File: config.mk
export PLATFORM = sky130hd
export DESIGN_NAME = ball_motion
export DESIGN_NICKNAME = d
export VERILOG_FILES = /design/src/rtl/ball_motion.sv
export SDC_FILE = /design/constraint.sdc
export NUM_CORES = 1
export LEC_CHECK = 0
export CORE_MARGIN = 3
export CORE_UTILIZATION = 57
export CTS_BUF_LIST = sky130_fd_sc_hd__clkbuf_4 sky130_fd_sc_hd__clkbuf_8
export DETAILED_ROUTE_END_ITERATION = 6
export PLACE_DENSITY = 0.83
export SLEW_MARGIN = 10
export SYNTH_ARGS = -nofsm -noshare
export SYNTH_HDL_FRONTEND = slang
export SYNTH_SLANG_ARGS = --single-unit
File: constraint.sdc
create_clock -name clk -period 5.28 [get_ports clk]
set_clock_uncertainty 0.05 [all_clocks]
set_input_delay 0.792 -clock clk [delete_from_list [all_inputs] [get_ports clk]]
set_output_delay 0.792 -clock clk [all_outputs]
set_load 0.02 [all_outputs]
File: src/rtl/ball_motion.sv
// Per-frame ball kinematics: launch, gravity, wall bounces, flipper kick and drain.
// Advances once per video frame and drives the blob renderer's position/enable inputs.
module ball_motion #(
    parameter int SCREEN_W     = 640,
    parameter int SCREEN_H     = 480,
    parameter int BLOB_SIZE    = 4,
    parameter int START_X      = 600,
    parameter int START_Y      = 400,
    parameter int LAUNCH_VX    = -3,
    parameter int LAUNCH_VY    = -12,
    parameter int VMAX         = 15,
    parameter int GRAVITY_DIV  = 4,
    parameter int KICK_Y       = 440,
    parameter int UPDATE_LINE  = 480,
    parameter int DRAIN_FRAMES = 60
) (
    input  logic       clk,
    input  logic       reset_n,
    input  logic [9:0] hcount,
    input  logic [9:0] vcount,
    input  logic       launch,
    input  logic       kick,
    output logic [9:0] x_loc,
    output logic [9:0] y_loc,
    output logic       enable,
    output logic       drained,
    output logic [1:0] state
);

    typedef enum logic [1:0] {
        PARK  = 2'd0,
        ROLL  = 2'd1,
        DRAIN = 2'd2
    } state_t;

    localparam int GW = (GRAVITY_DIV > 1) ? $clog2(GRAVITY_DIV) : 1;
    localparam logic signed [10:0] X_MAX   = 11'(SCREEN_W - BLOB_SIZE);
    localparam logic signed [10:0] Y_MAX   = 11'(SCREEN_H - BLOB_SIZE);
    localparam logic signed [7:0]  V_HI    = 8'(VMAX);
    localparam logic signed [7:0]  V_LO    = 8'(-VMAX);
    localparam logic [GW-1:0]      G_LAST  = GW'(GRAVITY_DIV - 1);
    localparam logic [5:0]         D_LAST  = 6'(DRAIN_FRAMES - 1);

    state_t            st, st_nxt;
    logic [9:0]        x, x_nxt, y, y_nxt;
    logic signed [5:0] vx, vx_nxt, vy, vy_nxt;
    logic [GW-1:0]     gcnt, gcnt_nxt;
    logic [5:0]        dcnt, dcnt_nxt;
    logic              kick_pend, kick_pend_nxt;
    logic              en, en_nxt, drn, drn_nxt;
    logic              cond, cond_d, tick, kick_hit;
    logic signed [10:0] nx, ny;
    logic signed [7:0]  vy_b, vy_g;

    // Edge-detect the update point so a held hcount still yields one tick per frame.
    assign cond     = (hcount == 10'd0) && (vcount == 10'(UPDATE_LINE));
    assign tick     = cond && !cond_d;
    assign nx       = $signed({1'b0, x}) + 11'(vx);
    assign ny       = $signed({1'b0, y}) + 11'(vy);
    assign kick_hit = kick_pend && (y >= 10'(KICK_Y)) && (vy > 6'sd0);

    always_comb begin
        // NOTE: every next-value gets a default first so no path leaves it unassigned (no latches).
        st_nxt        = st;
        x_nxt         = x;
        y_nxt         = y;
        vx_nxt        = vx;
        vy_nxt        = vy;
        gcnt_nxt      = gcnt;
        dcnt_nxt      = dcnt;
        en_nxt        = en;
        drn_nxt       = 1'b0;
        vy_b          = '0;
        vy_g          = '0;
        kick_pend_nxt = tick ? kick : (kick_pend | kick);

        if (tick) begin
            unique case (st)
                PARK: begin
                    if (launch) begin
                        st_nxt   = ROLL;
                        vx_nxt   = 6'(LAUNCH_VX);
                        vy_nxt   = 6'(LAUNCH_VY);
                        gcnt_nxt = '0;
                    end
                end
                ROLL: begin
                    if (nx[10]) begin
                        x_nxt  = '0;
                        vx_nxt = -vx;
                    end else if (nx > X_MAX) begin
                        x_nxt  = 10'(X_MAX);
                        vx_nxt = -vx;
                    end else begin
                        x_nxt = nx[9:0];
                    end

                    if (ny[10]) begin
                        y_nxt = '0;
                        vy_b  = -8'(vy);
                    end else begin
                        y_nxt = ny[9:0];
                        vy_b  = 8'(vy);
                    end

                    if (gcnt == G_LAST) begin
                        vy_g     = vy_b + 8'sd1;
                        gcnt_nxt = '0;
                    end else begin
                        vy_g     = vy_b;
                        gcnt_nxt = gcnt + GW'(1);
                    end

                    if (vy_g > V_HI)      vy_nxt = 6'(V_HI);
                    else if (vy_g < V_LO) vy_nxt = 6'(V_LO);
                    else                  vy_nxt = vy_g[5:0];

                    // Kick decision uses pre-update y/vy; position above already used old vy.
                    if (kick_hit) vy_nxt = 6'(LAUNCH_VY);

                    if (ny > Y_MAX) begin
                        st_nxt   = DRAIN;
                        y_nxt    = 10'(Y_MAX);
                        vx_nxt   = '0;
                        vy_nxt   = '0;
                        dcnt_nxt = '0;
                        en_nxt   = 1'b0;
                        drn_nxt  = 1'b1;
                    end
                end
                DRAIN: begin
                    if (dcnt == D_LAST) begin
                        st_nxt   = PARK;
                        x_nxt    = 10'(START_X);
                        y_nxt    = 10'(START_Y);
                        en_nxt   = 1'b1;
                        dcnt_nxt = '0;
                    end else begin
                        dcnt_nxt = dcnt + 6'd1;
                    end
                end
                default: st_nxt = PARK;
            endcase
        end
    end

    // NOTE: state registers use non-blocking assignments so all of them update from the same pre-edge values.
    always_ff @(posedge clk or negedge reset_n) begin
        if (!reset_n) begin
            st        <= PARK;
            x         <= 10'(START_X);
            y         <= 10'(START_Y);
            vx        <= '0;
            vy        <= '0;
            gcnt      <= '0;
            dcnt      <= '0;
            kick_pend <= 1'b0;
            en        <= 1'b1;
            drn       <= 1'b0;
            cond_d    <= 1'b0;
        end else begin
            st        <= st_nxt;
            x         <= x_nxt;
            y         <= y_nxt;
            vx        <= vx_nxt;
            vy        <= vy_nxt;
            gcnt      <= gcnt_nxt;
            dcnt      <= dcnt_nxt;
            kick_pend <= kick_pend_nxt;
            en        <= en_nxt;
            drn       <= drn_nxt;
            cond_d    <= cond;
        end
    end

    assign x_loc   = x;
    assign y_loc   = y;
    assign enable  = en;
    assign drained = drn;
    assign state   = st;

endmodule

# Yosys cells after proc, flatten, opt, wreduce, memory -nomap -nowiden
# Index checks and enable logic that the tools add are counted.
word_totals:
  input_bits: 24
  elab_cells: 91
  output_inout_bits: 24
  ff_bits: 46
op_classes:
  add_sub_neg: 7
  magnitude_cmp: 6
  eq_ne: 9
  muxes: 42
  n_bitwise: 1
  reduce_logical: 15
op_table:
  columns: ["cell", "count"]
  rows:
  - ["$mux W6", 11]
  - ["$mux W10", 6]
  - ["$mux W8", 6]
  - ["$pmux W10 S2", 2]
  - ["$pmux W6 S2", 3]
  - ["$add A11 B6 Y11", 2]
  - ["$reduce_and A4 Y1", 3]
  - ["$gt A11 B10 Y1 const B", 1]
  - ["$gt A11 B11 Y1 const B", 1]
  - ["$eq A10 B9 Y1 const B", 1]
  - ["$ge A10 B9 Y1 const B", 1]
  - ["$logic_not A10 Y1", 1]
  - ["$mux W2", 5]
  - ["$reduce_and A3 Y1", 3]
  - ["$add A8 B2 Y8 const B", 1]
  - ["$gt A8 B5 Y1 const B", 1]
  - ["$lt A8 B5 Y1 const B", 1]
  - ["$neg A6 Y8", 1]
  - ["$add A6 B1 Y6 const B", 1]
  - ["$eq A6 B6 Y1 const B", 1]
  - ["$gt A6 B1 Y1 const B", 1]
  - ["$mux W1", 6]
  - ["$ne A2 B2 Y1 const B", 3]
  - ["$neg A6 Y6", 1]
  - ["other kinds (12)", 17]

# Depth between registers and ports, before layout
# Gate-level depths: netlist of the first run.
logic_depth:
  ltp_word: 14
  ltp_mapped: 16
  ltp_nobuf: 16

# Worst setup path after synthesis of the first run
# Ideal clock, no wire load.
synth_timing:
  kind: "flip-flop to flip-flop"
  startpoint: "register y[0], in the netlist y_loc[0]"
  endpoint: "register vy[0]"
  path_buffers: 0
  setup_time_ps: 121
  slack_ps: 1309
  t_required_ps: 5109
  arrival_ps: 3800
  synth_period_minus_slack_ps: 3971
  path_stages_with_launch: 16
  cell_sequence: "dfrtp_1 -> ha_1 -> fa_1 -> a21o_1 -> and4_4 -> o21ba_4 -> o211ai_4 -> mux2_4 -> ha_1 -> nand2_1 -> nor2_1 -> mux2_4 -> xnor2_2 -> o311ai_2 -> a221o_1 -> a22o_1"
synth_between:
  elab_chain_cells: 14
  word_cells_on_any_way: 19
  classes_between: "2 x add/sub; 4 x order compare; 11 x mux; 2 x reduce/logical"
synth_lines:
  columns: ["element", "line_no", "source"]
  rows:
  - ["from (decl)", "45", "logic [9:0] x, x_nxt, y, y_nxt;"]
  - ["from (signal assigned)", "152", "y <= 10'(START_Y);"]
  - ["from (signal assigned)", "164", "y <= y_nxt;"]
  - ["$add A11 B6 Y11", "59", "assign ny = $signed({1'b0, y}) + 11'(vy);"]
  - ["$mux W8", "98", "if (ny[10]) begin"]
  - ["$mux W8", "78", "unique case (st)"]
  - ["$mux W8", "77", "if (tick) begin"]
  - ["$add A8 B2 Y8", "107", "vy_g = vy_b + 8'sd1;"]
  - ["$mux W8", "106", "if (gcnt == G_LAST) begin"]
  - ["$mux W8", "78", null]
  - ["$mux W8", "77", null]
  - ["$lt A8 B5 Y1", "115", "else if (vy_g < V_LO) vy_nxt = 6'(V_LO);"]
  - ["$mux W6", "115", null]
  - ["$mux W6", "114", "if (vy_g > V_HI) vy_nxt = 6'(V_HI);"]
  - ["$mux W6", "119", "if (kick_hit) vy_nxt = 6'(LAUNCH_VY);"]
  - ["$mux W6 *", "121", "if (ny > Y_MAX) begin"]
  - ["$pmux W6 S2 *", "78", null]
  - ["to (signal assigned)", "166", "vy <= vy_nxt;"]
  - ["to (decl)", "46", "logic signed [5:0] vx, vx_nxt, vy, vy_nxt;"]
# Mark *: on every way between the ends. The rest lies on a longest branch, timed or not. The select of a mux whose other input is x is not followed.
# A chain may end at the register's enable or synchronous reset.

# Worst setup path in the final report of the first run
layout_timing:
  startpoint: "register vy[0]"
  endpoint: "register vy[0]"
layout_between:
  elab_chain_cells: 14
  word_cells_on_any_way: 19
  classes_between: "3 x add/sub; 4 x order compare; 11 x mux; 1 x reduce/logical"
layout_lines:
  columns: ["element", "line_no"]
  rows:
  - ["$add A11 B6 Y11 or $neg A6 Y8 (tied branches)", "59, 100"]
  - ["$mux W8", "98"]
  - ["$mux W8", "78"]
  - ["$mux W8", "77"]
  - ["$add A8 B2 Y8", "107"]
  - ["$mux W8", "106"]
  - ["$mux W8", "78"]
  - ["$mux W8", "77"]
  - ["$lt A8 B5 Y1", "115"]
  - ["$mux W6", "115"]
  - ["$mux W6", "114"]
  - ["$mux W6", "119"]
  - ["$mux W6 *", "121"]
  - ["$pmux W6 S2 *", "78"]
# Marked as above.

==> impl_metrics.py, run 1 <==
metrics = {
    "yosys": {
        "synth-main-ff-cell": "dfrtp_1",
        "yosysSeqAreaShare": 0.339,
        "synth_area_leaders": "dfrtp_1 28%, ha_1 9.1%, dfstp_2 6.1%",
        "syn_area_per_cell_sq_um": 8.92,
        "synth_cells": 384,
        "syn_area_sq_mm": 0.00342,
        "synth_top_area_cell": "dfrtp_1",
        "synth_edf_count": 0,
        "yosysUniqueCellTypes": 67,
        "ys_warn_count": 0,
        "yosysMostFrequentCell": "dfrtp_1",
        "synth-async-reset-ratio": 1.00,
        "synth_common_cells": "38 x dfrtp_1, 34 x nor2_1, 33 x nand2_1",
        "synth_top_area_share": 0.278,
        "synthesis.nets": 435,
        "synth_seq_cells": 46,
    },
    "cts": {
        "cts_tree": "done",
        "cts_buffer_depth": 2,
        "cts.sinks": 46,
        "clk_latency_ps": 290,
        "hold_buffers": 0,
        "cts_buffers": 5,
        "cts_setup_buffers": 0,
        "htreeDepth": 2,
        "ctsResizeCount": 0,
        "clock-root-buffer": "clkbuf_8",
        "clk_pin_slew_ps": 80,
    },
    "floorplanning": {
        "ios": 48,
        "die_w_microns": 83.5,
        "fp-row-count": 27,
        "core_sq_mm": 0.00568,
        "fp.dieH_microns": 83.5,
        "start_util": 0.603,
        "die_area_sq_mm": 0.00697,
    },
    "power": {
        "net-switching-power_uw": 121,
        "clockPowerShare": 0.379,
        "p_per_area_mw_per_mm2": 150,
        "vdd_drop_max_v": 0.000157,
        "intPower_uw": 484,
        "p_leak_uw": 0.00183,
        "swShare": 0.200,
        "power_uw": 606,
        "seqPwrFrac": 0.581,
        "power_frac_comb": 0.040,
    },
    "finish": {
        "diodes": 0,
        "nNetsFinal": 478,
        "area_growth_pct": 17.9,
        "fillers": 433,
        "drive_gt1_frac": 0.0981,
    },
    "timing": {
        "relSlewSlack": 0.326,
        "fin_crit_sh": 0.814,
        "finalMaxSlewViolations": 0,
        "hold_violations": 0,
        "rsz0062_at_grt": "false",
        "fin_crit_ps": 4300,
        "finalSetupViolCount": 0,
        "tightest_slew_ps": 1010,
        "setup_tns_ps": 0,
        "fmax_mhz": 233,
    },
    "critical_path": {
        "worstPathMaxFanout": 10,
        "path_delay_family": "compound AO/OA/AOI/OAI gates",
        "rr_worst_depth": 15,
        "path_cells": "ha_1 -> fa_1 -> a21o_1 -> and4_4 -> o21ba_4 -> o211ai_4 -> mux2_4 -> ha_1 -> nand2_1 -> nor2_1 -> mux2_4 -> xnor2_2 -> o311ai_2 -> a221o_1 -> a22o_1",
        "slowest_stage": "dfrtp_1",
        "path_class": "flop to flop",
        "max_stage_delay_ps": 490,
        "startpoint_type": "flop",
        "cp.depth": 15,
        "cp.required_ps": 5420,
        "worstPathBufferInverterCount": 0,
        "arrival_ps": 4430,
        "crit_path_end_kind": "flop",
    },
    "grt": {
        "grt-ovfl-total": 0,
        "grt_max_degree": 47,
        "grt_pass1_wl_mm": 14.6,
        "grt_pass1_vias": 3192,
        "antenna_found_initial": 0,
        "grt_usage": 0.251,
    },
    "place": {
        "port_buffers": 47,
        "hpwl_mm": 6.47,
        "gp_congestion": 0.929,
    },
    "hold_path": {
        "holdPathStages": 1,
        "hold_class": "flop to flop",
    },
    "drt": {
        "dr_total_vias": 3161,
        "drc": 0,
        "viasPerCell": 6.32,
        "drt-initial-drc-count": 190,
        "drtPass1Iterations": 4,
        "wl_per_cell_microns": 16.8,
        "drt_wl_total_mm": 8.41,
        "antenna_left": 0,
    },
    "flow_run": {
        "maxCapViolCount": 0,
    },
    "outcome": {
        "outcome": "complete, no violations",
    },
}
## power groups by stage
stage | logic, uW | clock network (uW) | registers (uW)
2_1_floorplan | 0.964 | 0 | 359
3_3_place_gp | 24.2 | 0 | 359
3_5_place_dp | 24.8 | 0 | 359
4_1_cts | 24.8 | 236 | 352
5_1_grt | 26.5 | 251 | 352
6_report | 24.0 | 230 | 352
## registers in the layout, indices dropped and copies added, names as in the netlist
name	count
dcnt	6
drained	1
vy	6
enable	1
gcnt	2
state	2
kick_pend	1
cond_d	1
x_loc	10
y_loc	10
vx	6
## placed cells by master (no fill, tap or decap), types with 2 or more instances in the layout
| cell | netlist | routed |
|---|---|---|
| nor2_1 | 34 | 34 |
| and2_1 | 3 | 3 |
| a211o_1 | 5 | 5 |
| or3_1 | 7 | 7 |
| clkbuf_4 | 0 | 2 |
| o21ai_1 | 18 | 18 |
| nand2_1 | 33 | 33 |
| nor4_1 | 4 | 4 |
| clkbuf_8 | 0 | 6 |
| fa_1 | 2 | 2 |
| mux2_4 | 2 | 2 |
| o211ai_1 | 3 | 3 |
| o21bai_1 | 2 | 2 |
| nor3_2 | 2 | 2 |
| xnor2_1 | 12 | 12 |
| o21ai_2 | 2 | 2 |
| nand3_1 | 9 | 9 |
| dfstp_2 | 8 | 8 |
| clkdlybuf4s50_1 | 0 | 46 |
| nor3_1 | 13 | 13 |
| a21oi_2 | 3 | 3 |
| buf_4 | 1 | 2 |
| inv_1 | 15 | 15 |
| dfrtp_1 | 38 | 38 |
| o2111ai_1 | 2 | 2 |
| nor2b_1 | 2 | 2 |
| ha_1 | 25 | 25 |
| xor2_1 | 9 | 9 |
| nand4_1 | 2 | 2 |
| or2_2 | 2 | 2 |
| a22o_1 | 9 | 9 |
| or4_1 | 2 | 2 |
| nand2b_1 | 7 | 7 |
| a21o_1 | 12 | 12 |
| a31oi_1 | 5 | 5 |
| mux2i_1 | 3 | 3 |
| a21oi_1 | 31 | 31 |
| o21ai_0 | 12 | 12 |
| o31ai_1 | 4 | 4 |
## layout make-up
cell class,count,area [sq um],share of cell area
Timing Repair Buffer,49,480,0.119
Tap cell,72,90.1,0.0223
Sequential cell,46,1160,0.288
Inverter,15,56.3,0.0139
Multi-Input combinational cell,310,2150,0.533
Clock buffer,8,97.6,0.0242
## kinds of logic after synthesis
group	synth area share
AOI/OAI and AO/OA	0.262
and+or+nand+nor	0.182
muxes	0.0175
buffers and inverters	0.0329
xor gates and xnor gates	0.0632
adders and majority gates	0.103
DFF	0.339
## worst paths after layout
path | start | to | slack [ps]
worst max-delay path | vy[0]$_DFFE_PN0P_ | vy[0]$_DFFE_PN0P_ | 980
worst min-delay path | kick_pend$_DFF_PN0_ | kick_pend$_DFF_PN0_ | 460
worst max register to register | vy[0]$_DFFE_PN0P_ | vy[0]$_DFFE_PN0P_ | 980
worst min register to register | kick_pend$_DFF_PN0_ | kick_pend$_DFF_PN0_ | 460
max in group asynchronous | reset_n | drained$_DFF_PN0_ | 3940
min in group asynchronous | reset_n | x_loc[7]$_DFFE_PN0P_ | 610
## routing by layer
layer | vias up | track usage | part of all wire
li1 | 1500 | - | -
met3 | 17 | 0.0711 | 0.067
met1 | 1525 | 0.318 | 0.43
met5 | - | 0 | 0
met4 | 0 | 0.0614 | 0.017
met2 | 119 | 0.425 | 0.49
## per-stage QoR
step / hold WS (ps) / cell area [sq um] / util / instances / setup WS (ps)
detailed placement: 439 / 3940 / 0.694 / 492 / 1040
finish: 461 / 4040 / 0.711 / 500 / 984
floorplan: 399 / 3420 / - / 384 / 1310
CTS: 459 / 4040 / 0.711 / 500 / 1020
global placement: 434 / 3940 / 0.694 / 492 / 1160
global route: 486 / 4040 / 0.711 / 500 / 802
No activity file was read; power rests on OpenSTA's default activity.
==> inputs of run 2 (changes only) <==
CORE_UTILIZATION = 52   (was 57)
PLACE_DENSITY = 0.8   (was 0.83)
clock period = 3.95 ns   (was 5.28 ns; I/O delays follow)
==> run 2 against run 1 <==
Effect of this change:
- maximum frequency grew 11%
- combinational power grew 33%
- core utilization shrank 4.0 points
==> impl_metrics.py, run 2 (synthesis results as in run 1) <==
metrics = {
    "power": {
        "net-switching-power_uw": 179,
        "power_frac_comb": 0.039,
        "vdd_drop_max_v": 0.000145,
        "intPower_uw": 632,
        "p_per_area_mw_per_mm2": 197,
        "clockPowerShare": 0.380,
        "swShare": 0.221,
        "seqPwrFrac": 0.581,
        "p_leak_uw": 0.00186,
    },
    "drt": {
        "dr_total_vias": 3165,
        "wl_per_cell_microns": 16.4,
        "drt-initial-drc-count": 223,
        "drtPass1Iterations": 7,
        "viasPerCell": 6.21,
        "drc": 0,
        "antenna_left": 0,
        "drt_wl_total_mm": 8.38,
    },
    "finish": {
        "diodes": 0,
        "area_growth_pct": 20.2,
        "layout_common_cells": "46 x clkdlybuf4s50_1, 37 x dfrtp_1, 34 x nor2_1",
        "nNetsFinal": 485,
        "drive_gt1_frac": 0.122,
        "final_common_cell": "clkdlybuf4s50_1",
    },
    "cts": {
        "clk_pin_slew_ps": 90,
        "htreeDepth": 2,
        "cts_buffer_depth": 2,
        "clk_latency_ps": 310,
        "cts_buffers": 5,
        "cts.sinks": 46,
        "clock-root-buffer": "clkbuf_8",
        "cts_tree": "done",
    },
    "place": {
        "gp_congestion": 0.982,
        "hpwl_mm": 6.33,
        "port_buffers": 47,
        "preCtsSetupSlack_ps": 6.64,
    },
    "outcome": {
        "outcome": "complete, no violations",
    },
    "timing": {
        "finalSetupViolCount": 0,
        "fin_crit_sh": 0.975,
        "fmax_mhz": 260,
        "relSlewSlack": 0.332,
        "hold_violations": 0,
        "tightest_slew_ps": 1000,
        "finalMaxSlewViolations": 0,
        "setup_tns_ps": 0,
        "fin_crit_ps": 3850,
        "worst_slack_ps": 97.0,
    },
    "floorplanning": {
        "ios": 48,
        "fp-row-count": 28,
        "fp.dieH_microns": 87.2,
        "die_w_microns": 87.2,
        "die_area_sq_mm": 0.00760,
        "start_util": 0.559,
        "core_sq_mm": 0.00613,
    },
    "critical_path": {
        "cp.required_ps": 4100,
        "slowest_stage": "dfrtp_1",
        "cpMostUsedCell": "mux2_4",
        "worstPathMaxFanout": 4,
        "path_cells": "ha_2 -> fa_2 -> a21o_1 -> and4_4 -> o21ba_4 -> o211ai_4 -> mux2_4 -> ha_1 -> nand2_2 -> nor2_1 -> mux2_4 -> xnor2_4 -> o311ai_2 -> a221o_1 -> a22o_1",
        "crit_path_end_kind": "flop",
        "max_stage_delay_ps": 410,
        "arrival_ps": 4000,
        "startpoint_type": "flop",
        "path_class": "flop to flop",
    },
    "flow_run": {
        "maxCapViolCount": 0,
    },
    "grt": {
        "grt_pass1_vias": 3013,
        "grt_pass1_wl_mm": 13.9,
        "grt_usage": 0.228,
        "grt_max_degree": 47,
        "grt-ovfl-total": 0,
        "antenna_found_initial": 0,
    },
    "hold_path": {
        "hold_class": "input port to async pin",
    },
}
[run 2: area by class of cell]
type,instances,area [sq um]
Timing Repair Buffer,56,533
Clock inverter,2,12.5
Inverter,15,56.3
Multi-Input combinational cell,310,2180
Tap cell,75,93.8
Clock buffer,6,82.6
Sequential cell,46,1160
Fill cell,494,2010
[run 2: power groups by stage]
stage	clock, uW	sequential [uW]	combinational (uW)
after floorplan	0	480	1.29
after detailed placement	0	480	33.1
after CTS	310	471	33.1
after global placement	0	480	32.7
after global routing	330	471	34.9
final	308	471	31.9
[run 2: worst paths after layout]
check,end,start,slack (ps),depth (start not counted)
worst max-delay path,vy[0]$_DFFE_PN0P_,y_loc[0]$_DFFE_PN0P_,100,15
worst min-delay path,x_loc[7]$_DFFE_PN0P_,reset_n,400,1
worst max register to register,vy[0]$_DFFE_PN0P_,y_loc[0]$_DFFE_PN0P_,100,15
worst min register to register,kick_pend$_DFF_PN0_,kick_pend$_DFF_PN0_,440,1
max in group asynchronous,vy[5]$_DFFE_PN0P_,reset_n,2760,1
min in group clk,kick_pend$_DFF_PN0_,kick_pend$_DFF_PN0_,440,1
[run 2: repair_timing]
item / 4_1_cts / 5_1_grt
pin swaps: 0 / 3
hold buffers: 0 / 0
hold endpoints to repair: 0 / 0
gates resized for setup: 2 / 4
endpoints found under the setup margin: 1 / 1
setup buffers: 0 / 2
[run 2: stage by stage]
stage / util / power [uW] / hold slack (ps) / cells / cell area (sq um)
floorplan: - / 481 / 247 / 384 / 3420
global placement: 0.649 / 513 / 413 / 500 / 3980
detailed placement: 0.649 / 513 / 417 / 500 / 3980
CTS: 0.667 / 814 / 436 / 508 / 4090
global route: 0.672 / 836 / 463 / 510 / 4120
finish: 0.672 / 811 / 396 / 510 / 4120
[run 2: per-layer routing]
layer  part of all wire  vias up  global-route usage  routed length, microns
li1                   -     1513                   -                       -
met1               0.46     1492               0.308                    3850
met2               0.45      138               0.375                    3810
met3              0.070       22              0.0587                     584
met4              0.016        0              0.0404                     134
met5                  0        -                   0                       0
[run 2: critical path: cells and delay by family (launching register included)]
family | cells | cell delay (ps)
multiplexers | 2 | 650
flip-flops | 1 | 410
XOR/XNOR | 1 | 190
AND/OR/NAND/NOR | 3 | 370
AO/OA/AOI/OAI | 6 | 1310
adder cells (fa/ha/maj) | 3 | 770
==> inputs of run 3 (changes only) <==
CORE_MARGIN = 10   (was 3)
CORE_UTILIZATION = 61   (was 52)
PLACE_DENSITY = 0.88   (was 0.8)
TNS_END_PERCENT = 20   (was default)
clock period = 4.9 ns   (was 3.95 ns; I/O delays follow)
==> run 3 against run 2 <==
Effect of this change:
- final area decreased by 1.9%
- highest routed layer unchanged
- die area increased by 19%
- wire length increased by 3.4%
- critical endpoint unchanged
==> impl_metrics.py, run 3 (synthesis results as in run 1) <==
metrics = {
    "outcome": {
        "outcome": "complete, no violations",
    },
    "flow_run": {
        "maxCapViolCount": 0,
    },
    "hold_path": {
        "hp-start": "kick_pend$_DFF_PN0_",
        "holdPathStages": 1,
        "hold_class": "flop to flop",
        "hold_path_end": "kick_pend$_DFF_PN0_",
    },
    "timing": {
        "fin_crit_ps": 4270,
        "rsz0062_at_grt": "false",
        "worst_slack_ps": 626,
        "tightest_slew_ps": 1000,
        "finalSetupViolCount": 0,
        "hold_slack_ps": 442,
        "hold_violations": 0,
        "relSlewSlack": 0.331,
        "fin_crit_sh": 0.872,
        "finalMaxSlewViolations": 0,
        "setup_tns_ps": 0,
        "fmax_mhz": 234,
    },
    "floorplanning": {
        "start_util": 0.626,
        "fp-row-count": 27,
        "ios": 48,
        "core_sq_mm": 0.00547,
        "fp.dieH_microns": 94.9,
        "die_w_microns": 94.9,
        "die_area_sq_mm": 0.00901,
    },
    "finish": {
        "diodes": 0,
        "multiInputGateArea_sq_mm": 0.00215,
        "nNetsFinal": 479,
        "final_common_cell": "clkdlybuf4s50_1",
        "drive_gt1_frac": 0.100,
        "seq_area_sq_mm": 0.00116,
        "area_growth_pct": 17.9,
        "layout_common_cells": "46 x clkdlybuf4s50_1, 38 x dfrtp_1, 34 x nor2_1",
        "fillers": 419,
    },
    "critical_path": {
        "path_cells": "ha_1 -> fa_1 -> a21o_1 -> and4_4 -> o21ba_4 -> o211ai_4 -> mux2_4 -> ha_1 -> nand2_1 -> nor2_1 -> mux2_4 -> xnor2_2 -> o311ai_2 -> a221o_1 -> a22o_1",
        "path_class": "flop to flop",
        "startpoint_type": "flop",
        "crit_path_end_kind": "flop",
        "reg2reg_to": "vy[0]$_DFFE_PN0P_",
        "rr_worst_depth": 15,
        "worstPathMaxFanout": 10,
        "cp.required_ps": 5050,
        "reg2reg_from": "vy[0]$_DFFE_PN0P_",
        "max_stage_delay_ps": 500,
        "slowest_stage": "dfrtp_1",
        "reg2reg_setup_slack_ps": 630,
        "arrival_ps": 4420,
    },
    "cts": {
        "cts_buffer_depth": 2,
        "htreeDepth": 2,
        "cts_setup_buffers": 0,
        "clk_pin_slew_ps": 90,
        "clk_latency_ps": 310,
        "ctsResizeCount": 0,
        "cts_tree": "done",
        "hold_buffers": 0,
        "clock-root-buffer": "clkbuf_8",
        "cts.sinks": 46,
        "cts_buffers": 5,
    },
    "grt": {
        "grt_usage": 0.202,
        "grt_max_degree": 47,
        "antenna_found_initial": 0,
        "grt_pass1_wl_mm": 14.9,
        "grt-ovfl-total": 0,
        "grt_pass1_vias": 3264,
    },
    "power": {
        "intPower_uw": 508,
        "clockPowerShare": 0.382,
        "seqPwrFrac": 0.579,
        "p_per_area_mw_per_mm2": 162,
        "p_leak_uw": 0.00183,
        "net-switching-power_uw": 148,
        "swShare": 0.225,
        "vdd_drop_max_v": 0.000129,
        "power_frac_comb": 0.040,
    },
    "place": {
        "port_buffers": 47,
        "preCtsSetupSlack_ps": 701,
        "hpwl_mm": 6.79,
        "gp_congestion": 0.918,
    },
    "drt": {
        "drc": 0,
        "drtPass1Iterations": 4,
        "drt-initial-drc-count": 212,
        "wl_per_cell_microns": 17.3,
        "drt_wl_total_mm": 8.66,
        "antenna_left": 0,
        "viasPerCell": 6.27,
        "dr_total_vias": 3143,
    },
}
-- run 3: stage by stage --
| step | area (sq um) | util | power (uW) | std cells |
|---|---|---|---|---|
| after global routing | 4040 | 0.738 | 672 | 501 |
| after detailed placement | 3950 | 0.721 | 414 | 493 |
| final | 4040 | 0.738 | 656 | 501 |
| after CTS | 4040 | 0.738 | 661 | 501 |
| after global placement | 3950 | 0.721 | 413 | 493 |
| after floorplan | 3420 | - | 388 | 384 |
-- run 3: metal layers --
layer,vias to the layer above,GRT usage,share of wire
li1,1503,-,-
met1,1492,0.248,0.43
met2,132,0.335,0.47
met3,16,0.0555,0.087
met4,0,0.0673,0.018
met5,-,0,0
-- run 3: how the worst max path moves through the flow --
stage | to | slack [ps] | depth (start not counted) | from
final | vy[0]$_DFFE_PN0P_ | 630 | 15 | vy[0]$_DFFE_PN0P_
after global routing | vy[0]$_DFFE_PN0P_ | 470 | 15 | vy[0]$_DFFE_PN0P_
after CTS | vy[0]$_DFFE_PN0P_ | 650 | 15 | vy[0]$_DFFE_PN0P_
after detailed placement | vy[0]$_DFFE_PN0P_ | 700 | 15 | vy[0]$_DFFE_PN0P_
after global placement | vy[0]$_DFFE_PN0P_ | 790 | 15 | vy[0]$_DFFE_PN0P_
after floorplan | vy[0]$_DFFE_PN0P_ | 930 | 15 | y_loc[0]$_DFFE_PN0P_
-- run 3: cell type report --
type,instances,share of cell area
Tap cell,72,0.0223
Inverter,15,0.0139
Clock inverter,1,0.00186
Timing Repair Buffer,50,0.121
Multi-Input combinational cell,310,0.533
Clock buffer,7,0.0208
Sequential cell,46,0.288
-- run 3: worst max-delay path, delay by kind of cell, from the launching register on --
| family | cells | cell delay (ps) |
|---|---|---|
| xor+xnor | 1 | 220 |
| mux | 2 | 630 |
| simple gates | 3 | 370 |
| fa+ha+maj | 3 | 870 |
| compound gates | 6 | 1500 |
| flops | 1 | 500 |
-- run 3: power by group through the flow --
stage                     registers (uW)  clock network [uW]  logic, uW
after floorplan                      387                   0       1.04
after global placement               387                   0       26.2
after detailed placement             387                   0       27.0
after CTS                            380                 254       27.1
after global routing                 380                 263       29.0
final                                380                 250       26.0
